[src/rtl/tracker_pkg.sv]
// Shared constants, state encoding and the row clamp helper for column_tracker.
// Contents:
//   H_ACTIVE, V_ACTIVE, Y_RESET : raster geometry and paddle reset row
//   SUM_W, CNT_W, COORD_W       : accumulator, count and coordinate widths
//   tracker_state_e             : frame-measurement FSM states
//   clamp_row()                 : clamp a wide value into [lo, hi]
package tracker_pkg;

   localparam int unsigned H_ACTIVE = 640;
   localparam int unsigned V_ACTIVE = 480;
   localparam int unsigned Y_RESET  = 240;

   // 0+1+..+479 = 114960 needs 17 bits; an all-lit column (480) needs 9 bits.
   localparam int unsigned SUM_W   = 17;
   localparam int unsigned CNT_W   = 9;
   localparam int unsigned COORD_W = 10;

   typedef enum logic [1:0] {
      StWaitFrame,
      StAccum,
      StDivide,
      StPublish
   } tracker_state_e;

   // The full-width compare keeps any stray high quotient bits from aliasing into range.
   function automatic logic [COORD_W-1:0] clamp_row(input logic [SUM_W-1:0]   val,
                                                    input logic [COORD_W-1:0] lo,
                                                    input logic [COORD_W-1:0] hi);
      if (val < SUM_W'(lo)) begin
         return lo;
      end else if (val > SUM_W'(hi)) begin
         return hi;
      end else begin
         return val[COORD_W-1:0];
      end
   endfunction

endpackage

[src/rtl/seq_divider.sv]
// Restoring sequential divider, SUM_W-bit dividend by CNT_W-bit divisor.
// One quotient bit per cycle; done_o pulses SUM_W cycles after start_i is accepted.
// start_i is ignored while a divide is running. Quotient is floored and stays
// stable on quotient_o until the next accepted start. Divisor must be non-zero.
// Ports:
//   clk_i       : clock
//   rst_i       : synchronous active-high reset, aborts any divide in progress
//   start_i     : begin a divide with dividend_i / divisor_i
//   dividend_i  : SUM_W-bit dividend
//   divisor_i   : CNT_W-bit divisor
//   done_o      : one-cycle pulse, quotient_o valid from this cycle on
//   quotient_o  : SUM_W-bit quotient
module seq_divider
   import tracker_pkg::*;
(
   input  logic             clk_i,
   input  logic             rst_i,
   input  logic             start_i,
   input  logic [SUM_W-1:0] dividend_i,
   input  logic [CNT_W-1:0] divisor_i,
   output logic             done_o,
   output logic [SUM_W-1:0] quotient_o
);

   localparam int unsigned ITER_W = $clog2(SUM_W + 1);

   logic [CNT_W-1:0]  rem_q, rem_d;
   logic [SUM_W-1:0]  quo_q, quo_d;
   logic [CNT_W-1:0]  dvs_q, dvs_d;
   logic [ITER_W-1:0] iter_q, iter_d;
   logic              run_q, run_d;
   logic              done_q, done_d;
   logic [CNT_W:0]    shifted;

   // Remainder is always < divisor, so the shifted partial fits in CNT_W+1 bits and the
   // restored remainder fits back into CNT_W bits.
   always_comb begin
      rem_d   = rem_q;
      quo_d   = quo_q;
      dvs_d   = dvs_q;
      iter_d  = iter_q;
      run_d   = run_q;
      done_d  = 1'b0;
      shifted = {rem_q, quo_q[SUM_W-1]};

      if (run_q) begin
         if (shifted >= {1'b0, dvs_q}) begin
            rem_d = CNT_W'(shifted - {1'b0, dvs_q});
            quo_d = {quo_q[SUM_W-2:0], 1'b1};
         end else begin
            rem_d = shifted[CNT_W-1:0];
            quo_d = {quo_q[SUM_W-2:0], 1'b0};
         end
         iter_d = iter_q - ITER_W'(1);
         if (iter_q == ITER_W'(1)) begin
            run_d  = 1'b0;
            done_d = 1'b1;
         end
      end else if (start_i) begin
         rem_d  = '0;
         quo_d  = dividend_i;
         dvs_d  = divisor_i;
         iter_d = ITER_W'(SUM_W);
         run_d  = 1'b1;
      end
   end

   always_ff @(posedge clk_i) begin
      if (rst_i) begin
         rem_q  <= '0;
         quo_q  <= '0;
         dvs_q  <= '0;
         iter_q <= '0;
         run_q  <= 1'b0;
         done_q <= 1'b0;
      end else begin
         rem_q  <= rem_d;
         quo_q  <= quo_d;
         dvs_q  <= dvs_d;
         iter_q <= iter_d;
         run_q  <= run_d;
         done_q <= done_d;
      end
   end

   assign done_o     = done_q;
   assign quotient_o = quo_q;

endmodule

[src/rtl/column_tracker.sv]
// Paddle tracker: watches the frame-buffer mask bit along one screen column, accumulates
// the count and row-sum of lit pixels over a frame, divides in vertical blanking and
// publishes a clamped paddle-centre row.
// Optional feature macro: COLUMN_TRACKER_SMOOTH_EN
//   defined   : paddle_y = clamp((3*paddle_y_prev + clamp(quotient)) >> 2)
//   undefined : paddle_y = clamp(quotient)
// Ports:
//   Clk        : system clock
//   Reset      : synchronous active-high reset
//   DrawX      : current raster X
//   DrawY      : current raster Y
//   pixel_on   : mask bit, valid PIX_LAT cycles after its DrawX/DrawY
//   paddle_y   : clamped centroid row of the last valid measurement
//   y_valid    : one-cycle pulse per completed frame (also when the value is held)
//   lit_count  : lit-pixel count of the last completed frame
//   busy       : high while dividing
// PIX_LAT must be at least 1.
module column_tracker
   import tracker_pkg::*;
#(
   parameter int unsigned COL_X      = 20,
   parameter int unsigned PIX_LAT    = 1,
   parameter int unsigned MIN_PIXELS = 8,
   parameter int unsigned HALF_SIZE  = 40
) (
   input  logic               Clk,
   input  logic               Reset,
   input  logic [COORD_W-1:0] DrawX,
   input  logic [COORD_W-1:0] DrawY,
   input  logic               pixel_on,
   output logic [COORD_W-1:0] paddle_y,
   output logic               y_valid,
   output logic [CNT_W-1:0]   lit_count,
   output logic               busy
);

   localparam logic [COORD_W-1:0] ColX    = COORD_W'(COL_X);
   localparam logic [COORD_W-1:0] VActive = COORD_W'(V_ACTIVE);
   localparam logic [COORD_W-1:0] YReset  = COORD_W'(Y_RESET);
   localparam logic [COORD_W-1:0] YLo     = COORD_W'(HALF_SIZE);
   localparam logic [COORD_W-1:0] YHi     = COORD_W'(V_ACTIVE - 1 - HALF_SIZE);
   localparam logic [CNT_W-1:0]   MinPix  = CNT_W'(MIN_PIXELS);

   tracker_state_e state_q, state_d;

   logic                            match, strobe;
   logic                            match_q;
   logic [PIX_LAT-1:0]              stb_q, stb_d;
   logic [PIX_LAT-1:0][COORD_W-1:0] dy_q, dy_d;
   logic                            samp;
   logic [COORD_W-1:0]              samp_y;

   logic [CNT_W-1:0]   cnt_q, cnt_d;
   logic [SUM_W-1:0]   sum_q, sum_d;
   logic               hold_q, hold_d;
   logic               started_q, started_d;
   logic [COORD_W-1:0] paddle_y_q, paddle_y_d;
   logic               y_valid_q, y_valid_d;
   logic [CNT_W-1:0]   lit_count_q, lit_count_d;

   logic               div_start, div_done;
   logic [SUM_W-1:0]   div_quo;
   logic [COORD_W-1:0] quo_clamped, new_y;

   // DrawX holds each pixel for two clocks, so only the rising edge of the match counts.
   assign match  = (DrawX == ColX) && (DrawY < VActive);
   assign strobe = match && !match_q;

   // Strobe and row travel together so the sample lines up with pixel_on.
   always_comb begin
      stb_d    = stb_q;
      dy_d     = dy_q;
      stb_d[0] = strobe;
      dy_d[0]  = DrawY;
      for (int unsigned i = 1; i < PIX_LAT; i++) begin
         stb_d[i] = stb_q[i-1];
         dy_d[i]  = dy_q[i-1];
      end
   end

   assign samp   = stb_q[PIX_LAT-1];
   assign samp_y = dy_q[PIX_LAT-1];

   seq_divider u_div (
      .clk_i      (Clk),
      .rst_i      (Reset),
      .start_i    (div_start),
      .dividend_i (sum_q),
      .divisor_i  (cnt_q),
      .done_o     (div_done),
      .quotient_o (div_quo)
   );

   assign quo_clamped = clamp_row(div_quo, YLo, YHi);

`ifdef COLUMN_TRACKER_SMOOTH_EN
   logic [COORD_W-1:0] mix;
   // 3*479 + 479 fits in 12 bits; the shift floors the average.
   assign mix   = COORD_W'((12'(paddle_y_q) * 12'd3 + 12'(quo_clamped)) >> 2);
   assign new_y = clamp_row(SUM_W'(mix), YLo, YHi);
`else
   assign new_y = quo_clamped;
`endif

   always_comb begin
      state_d     = state_q;
      cnt_d       = cnt_q;
      sum_d       = sum_q;
      hold_d      = hold_q;
      started_d   = started_q;
      paddle_y_d  = paddle_y_q;
      lit_count_d = lit_count_q;
      y_valid_d   = 1'b0;
      div_start   = 1'b0;

      unique case (state_q)
         StWaitFrame: begin
            // Entering only at the frame origin means a wrap missed during blanking
            // skips a whole frame instead of measuring a partial one.
            if (DrawX == '0 && DrawY == '0) begin
               cnt_d   = '0;
               sum_d   = '0;
               state_d = StAccum;
            end
         end
         StAccum: begin
            if (samp && pixel_on) begin
               cnt_d = cnt_q + CNT_W'(1);
               sum_d = sum_q + SUM_W'(samp_y);
            end
            if (DrawY == VActive) begin
               hold_d    = 1'b0;
               started_d = 1'b0;
               state_d   = StDivide;
            end
         end
         StDivide: begin
            if (!started_q) begin
               // Too few pixels is not a trustworthy centroid; also keeps divisor non-zero.
               if (cnt_q < MinPix || cnt_q == '0) begin
                  hold_d  = 1'b1;
                  state_d = StPublish;
               end else begin
                  div_start = 1'b1;
                  started_d = 1'b1;
               end
            end else if (div_done) begin
               state_d = StPublish;
            end
         end
         StPublish: begin
            y_valid_d   = 1'b1;
            lit_count_d = cnt_q;
            if (!hold_q) begin
               paddle_y_d = new_y;
            end
            state_d = StWaitFrame;
         end
         default: state_d = StWaitFrame;
      endcase
   end

   always_ff @(posedge Clk) begin
      if (Reset) begin
         state_q     <= StWaitFrame;
         match_q     <= 1'b0;
         stb_q       <= '0;
         dy_q        <= '0;
         cnt_q       <= '0;
         sum_q       <= '0;
         hold_q      <= 1'b0;
         started_q   <= 1'b0;
         paddle_y_q  <= YReset;
         y_valid_q   <= 1'b0;
         lit_count_q <= '0;
      end else begin
         state_q     <= state_d;
         match_q     <= match;
         stb_q       <= stb_d;
         dy_q        <= dy_d;
         cnt_q       <= cnt_d;
         sum_q       <= sum_d;
         hold_q      <= hold_d;
         started_q   <= started_d;
         paddle_y_q  <= paddle_y_d;
         y_valid_q   <= y_valid_d;
         lit_count_q <= lit_count_d;
      end
   end

   assign paddle_y  = paddle_y_q;
   assign y_valid   = y_valid_q;
   assign lit_count = lit_count_q;
   assign busy      = (state_q == StDivide);

endmodule

[config.mk]
export PLATFORM = sky130hd
export DESIGN_NAME = column_tracker
export DESIGN_NICKNAME = d
export VERILOG_FILES = /design/src/rtl/tracker_pkg.sv /design/src/rtl/seq_divider.sv /design/src/rtl/column_tracker.sv
export SDC_FILE = /design/constraint.sdc
export NUM_CORES = 1
export LEC_CHECK = 0
export ABC_AREA = 1
export BUFFER_PORTS_ARGS = -buffer_cell sky130_fd_sc_hd__buf_2
export CELL_PAD_IN_SITES_DETAIL_PLACEMENT = 0
export CELL_PAD_IN_SITES_GLOBAL_PLACEMENT = 1
export CORE_AREA = 2 2 113 115
export CTS_CLUSTER_DIAMETER = 100
export DETAILED_ROUTE_END_ITERATION = 8
export DIE_AREA = 0 0 115 117
export MAX_ROUTING_LAYER = met4
export PLACE_DENSITY = 0.82
export REMOVE_ABC_BUFFERS = 1
export SYNTH_ARGS = -nofsm -noshare
export SYNTH_HDL_FRONTEND = slang
export SYNTH_SLANG_ARGS = --single-unit
export TNS_END_PERCENT = 1
[constraint.sdc]
create_clock -name Clk -period 4.3 [get_ports Clk]
set_clock_uncertainty 0.05 [all_clocks]
set_input_delay 0.215 -clock Clk [delete_from_list [all_inputs] [get_ports Clk]]
set_output_delay 0.215 -clock Clk [all_outputs]
set_load 0.02 [all_outputs]
Yosys cells after proc, flatten, opt, wreduce, memory -nomap -nowiden
Index checks and enable logic that the tools add are counted.
{"block": "totals", "regBits": 104, "input_bits": 23, "out_inout_bits": 21, "elab_cells": 97}
{"block": "classes", "n_addsub": 4, "magnitude_cmp": 5, "n_eq_ne": 13, "n_mux": 36, "bitwise": 2, "n_reduce_logical": 20}
{"operator": "$mux W17", "n": 4}
{"operator": "$mux W9", "n": 5}
{"operator": "$pmux W17 S2", "n": 1}
{"operator": "$logic_not A10 Y1", "n": 2}
{"operator": "$mux W10", "n": 2}
{"operator": "$pmux W9 S2", "n": 1}
{"operator": "$add A17 B10 Y17", "n": 1}
{"operator": "$gt A17 B9 Y1 const B", "n": 1}
{"operator": "$lt A17 B6 Y1 const B", "n": 1}
{"operator": "$mux W1", "n": 13}
{"operator": "$eq A10 B5 Y1 const B", "n": 1}
{"operator": "$eq A10 B9 Y1 const B", "n": 1}
{"operator": "$ge A10 B9 Y1", "n": 1}
{"operator": "$lt A10 B9 Y1 const B", "n": 1}
{"operator": "$mux W2", "n": 5}
{"operator": "$mux W5", "n": 2}
{"operator": "$add A9 B1 Y9 const B", "n": 1}
{"operator": "$logic_not A9 Y1", "n": 1}
{"operator": "$lt A9 B4 Y1 const B", "n": 1}
{"operator": "$sub A9 B9 Y9", "n": 1}
{"operator": "$ne A2 B2 Y1 const B", "n": 4}
{"operator": "$pmux W2 S4", "n": 1}
{"operator": "$reduce_and A4 Y1", "n": 2}
{"operator": "$reduce_and A2 Y1", "n": 3}
{"operator": "other kinds (16)", "n": 24}

Depth between registers and ports, before layout
{"block": "logic_depth", "ltp_word": 7, "depth_mapped": 13, "depth_no_buf": 12}

Cells and area by module
A second synthesis with hierarchy kept.
{"block": "hier_totals", "hier_cells": 885, "area_unflattened_um2": 5879.4}
{"mod": "column_tracker", "instances": 1, "cells_per_inst": 503, "area_each_um2": 3394.5, "seq_area_each_um2": 1241.2}
{"mod": "seq_divider", "instances": 1, "cells_per_inst": 382, "area_each_um2": 2484.9, "seq_area_each_um2": 840.8}

Worst setup path after synthesis
Ideal clock, no wire load.
{"block": "synth_path", "kind": "reg-to-reg", "startpoint": "reg u_div.quo_q[16], in the netlist u_div.quotient_o[16]", "endpoint": "reg u_div.rem_q[7]", "setup_ns": 0.070, "arrival_ns": 1.666, "required_time_ns": 4.180, "slack_ns": 2.514, "stages_incl_launch_ff": 11, "n_path_buf": 1, "period_less_slack_ns": 1.786, "cell_sequence": "dfxtp_1 -> inv_1 -> ha_1 -> fa_1 -> nand3b_1 -> nand4_1 -> buf_4 -> nand2_1 -> nand2_1 -> nand2_1 -> a21oi_1"}
{"block": "synth_between", "elab_chain_len": 3, "word_cells_on_any_way": 4, "classes_between": "add/sub (1); order compare (1); mux (2)"}
{"element": "start, declared", "line": "seq_divider.sv:28", "source": "logic [SUM_W-1:0] quo_q, quo_d;"}
{"element": "start signal, assigned", "line": "seq_divider.sv:78", "source": "quo_q <= quo_d;"}
{"element": "$sub A9 B9 Y9 or $ge A10 B9 Y1 (tied branches)", "line": "seq_divider.sv:48, seq_divider.sv:47"}
{"element": "$mux W9 *", "line": "seq_divider.sv:47", "source": "if (shifted >= {1'b0, dvs_q}) begin"}
{"element": "$mux W9 *", "line": "seq_divider.sv:46", "source": "if (run_q) begin"}
{"element": "end signal, assigned", "line": "seq_divider.sv:77", "source": "rem_q <= rem_d;"}
{"element": "end, declared", "line": "seq_divider.sv:27", "source": "logic [CNT_W-1:0] rem_q, rem_d;"}
Every way passes the cells marked *; elsewhere a longest branch is shown, timed or not.
A chain may end at the register's enable or synchronous reset.

Worst setup path in the final report
{"block": "layout_path", "startpoint": "reg state_q[1]", "endpoint": "reg paddle_y_q[0], in the netlist paddle_y[0]"}
{"block": "layout_between", "elab_chain_len": 2}
{"element": "start, declared", "line": "column_tracker.sv:44", "source": "tracker_state_e state_q, state_d;"}
{"element": "start signal, assigned", "line": "column_tracker.sv:165", "source": "state_q <= StWaitFrame;"}
{"element": "start signal, assigned", "line": "column_tracker.sv:177", "source": "state_q <= state_d;"}
{"element": "$eq A2 B2 Y1", "line": "column_tracker.sv:116", "source": "unique case (state_q)"}
{"element": "$reduce_and A2 Y1 (no line)"}
{"element": "end signal, assigned", "line": "column_tracker.sv:173", "source": "paddle_y_q <= YReset;"}
{"element": "end signal, assigned", "line": "column_tracker.sv:185", "source": "paddle_y_q <= paddle_y_d;"}
{"element": "end, declared", "line": "column_tracker.sv:57", "source": "logic [COORD_W-1:0] paddle_y_q, paddle_y_d;"}
No other way between the ends.

==> out/results.ini <==
[setup_path]
critPathKind = reg2reg
crit_family = simple AND/OR/NAND/NOR gates
crit_required_ns = 4.53
arrival_ns = 2.73
cpMaxStageDelayCell = ha_1
path_buf_inv = 2
start_kind = flop
cp_max_fo = 16
crit_path_end_kind = flop
cpPeakStageDelay_ns = 0.50
cp_cell_sequence = ha_1 -> inv_1 -> nor2_1 -> inv_1 -> nor2_1 -> o21ai_0 -> a21oi_1

[final_layout]
insertedDiodeCount = 0
mostFrequentLayoutCell = nand2_1
drive_gt1_share_pct = 9.74
final_cell_mix = 204 x nand2_1, 104 x dfxtp_1, 87 x nor2_1, 81 x inv_1, 69 x a21oi_1
area_growth_pct = 10.3
nets = 859
nFillCells = 1267

[route]
vias = 4946
drtPass1Iterations = 5
drcViolationCount = 0
wl_per_cell_um = 13.2
drtIter0Drc = 361
ant_nets = 0
routed_wirelength_mm = 12.7
viasPerCell = 5.15

[power]
ir_drop_uv = 148
power_density_nw_per_um2 = 304
internal-power_mw = 1.39
combPwrFrac_pct = 3.2
power.switching_mw = 0.421
leakagePower_nw = 2.56
power_frac_clock_pct = 43.1
p_seq_share_pct = 53.7
power_mw = 1.81
sw_frac_of_total_pct = 23.3

[synth]
seq_area_frac_synth_pct = 38.6
async_flop_share_pct = 0
synth_top_area_share_pct = 38.6
yosys_most_used_dff = dfxtp_1
synth_cell_types = 39
ys_warn_count = 0
ys_ff_latch = 104
synth_cells = 775
yosys.area.top_type = dfxtp_1
netlist_top_cells_area = dfxtp_1 39%, nand2_1 14%, ha_1 6.5%
syn_area_um2 = 5400
avgSynthCellArea_um2 = 6.96
synth_edf_count = 0

[grt]
grt_overflow = 0
grt_pass1_wl_mm = 21.7
grt_pass1_vias = 4589
grt_max_degree = 66
antenna_found_initial = 0
grt.total_usage_pct = 21.0

[floorplan]
design.core.area_um2 = 12300
die_area_um2 = 13500
row_count = 41
die_h_um = 117
ioPinCount = 44
die_w_um = 115
initial_utilization_pct = 43.8

[timing]
finalSetupViolations = 0
rsz0062_at_grt = false
timing.fmax_ghz = 0.401
drv_slew = 0
finalCritPeriodShare_pct = 58.0
fin_crit_ns = 2.50
worst_pin_slew_ns = 0.727
fin_tns_setup_ns = 0
hold_viol = 0
slew_headroom_pct = 51.6

[placement]
place_congestion = 0.896
place_hpwl_mm = 9.42
portBuffers = 43

[hold_path]
hold_class = in2reg

[clock_network]
cts_tree = built
clock-root-buffer = clkbuf_16
cts-hold-fix-buffers = 0
htree_levels = 3
cts_setup_buffers = 0
post_cts_resized = 0
numCtsBuffers = 9
cts.sinks = 104
path_clk_slew_ns = 0.07
clkLatencyLatePin_ns = 0.36
clk_path_buf_depth = 2

[run_status]
status = finished, final reports clean

[flow_run]
maxCapViolations = 0

## flip-flops by register name, indices dropped and copies added, names as in the netlist, 2 cells and up
signal	count
u_div.rem_q	9
dy_q	10
u_div.iter_q	5
u_div.dvs_q	9
cnt_q	9
sum_q	17
paddle_y	10
u_div.quotient_o	17
state_q	2
lit_count	9
## metrics by stage
stage | worst slack (ns) | hold slack [ns] | instances | util, % | cell area (um^2)
finish | 1.80 | 0.0258 | 961 | 48.3 | 5950
global route | 1.48 | 0.0328 | 961 | 48.3 | 5950
CTS | 1.80 | 0.0114 | 961 | 48.3 | 5950
detailed placement | 1.79 | 0.341 | 945 | 46.1 | 5670
global placement | 1.96 | 0.335 | 945 | 46.1 | 5670
floorplan | 2.31 | 0.234 | 749 | - | 5250
## synthesized netlist by cell type, types with 2 or more instances
cell	count
buf_2	5
nor4_1	2
a21oi_1	69
dfxtp_1	104
clkbuf_1	12
nand4_1	9
xor2_1	7
nor3_1	14
xnor2_1	3
inv_1	81
buf_6	5
o21ai_1	2
or2_2	5
nor2_1	87
buf_1	2
nand2_4	2
o211ai_1	2
o21a_1	2
fa_1	2
a31oi_1	19
nand3_1	50
nand2_2	2
nand3b_1	4
buf_4	2
ha_1	28
o21ai_0	39
nand2_1	204
## metal layers
layer	routed length, um	GRT usage [%]	vias up
li1	-	-	2582
met1	6370	28.1	2231
met2	5560	31.4	114
met3	562	4.02	19
met4	226	8.11	0
met5	0	-	-
## power groups by stage
| stage | sequential (mW) | clock (mW) | combinational, mW |
|---|---|---|---|
| 6_report | 0.970 | 0.780 | 0.0577 |
| 5_1_grt | 0.970 | 0.845 | 0.0656 |
| 3_5_place_dp | 0.992 | 0 | 0.0577 |
| 4_1_cts | 0.969 | 0.803 | 0.0578 |
| 2_1_floorplan | 0.991 | 0 | 0.0273 |
| 3_3_place_gp | 0.992 | 0 | 0.0571 |
## path summary, 6_finish.rpt
kind                                              start                       end  slack (ns)  cells after the start
worst min-delay path                           DrawY[3]        dy_q[3]$_SDFF_PP0_        0.03                      3
worst max-delay path            state_q[1]$_SDFFE_PP0P_  paddle_y[0]$_SDFFE_PP0P_        1.80                      7
worst max register to register  state_q[1]$_SDFFE_PP0P_  paddle_y[0]$_SDFFE_PP0P_        1.80                      7
worst min register to register       match_q$_SDFF_PP0_           samp$_SDFF_PP0_        0.34                      1
## cell type report
class,instances,area [um^2],area share (%)
tap,150,188,3.15
multi-input combinational,561,2850,47.8
sequential,104,2080,35.0
clock buffer,9,225,3.78
timing repair buffer,46,238,3.99
clock inverter,7,52.6,0.883
inverter,84,319,5.36
## cell families (layout without fill, tap and decap cells)
kind of cell    after synthesis  in the layout  synth area share [%]
simple gates                382            382                  30.0
compound gates              139            139                  13.8
buf+inv                     110            146                  8.67
flops                       104            104                  38.6
fa+ha+maj                    30             30                  7.23
xor+xnor                     10             10                  1.62
## tightest hold or removal path, delay by kind of cell
kind / cells / cell delay, ns
buffers and inverters: 2 / 0.14
AND/OR/NAND/NOR: 1 / 0.03
No activity file was read; power rests on OpenSTA's default activity.
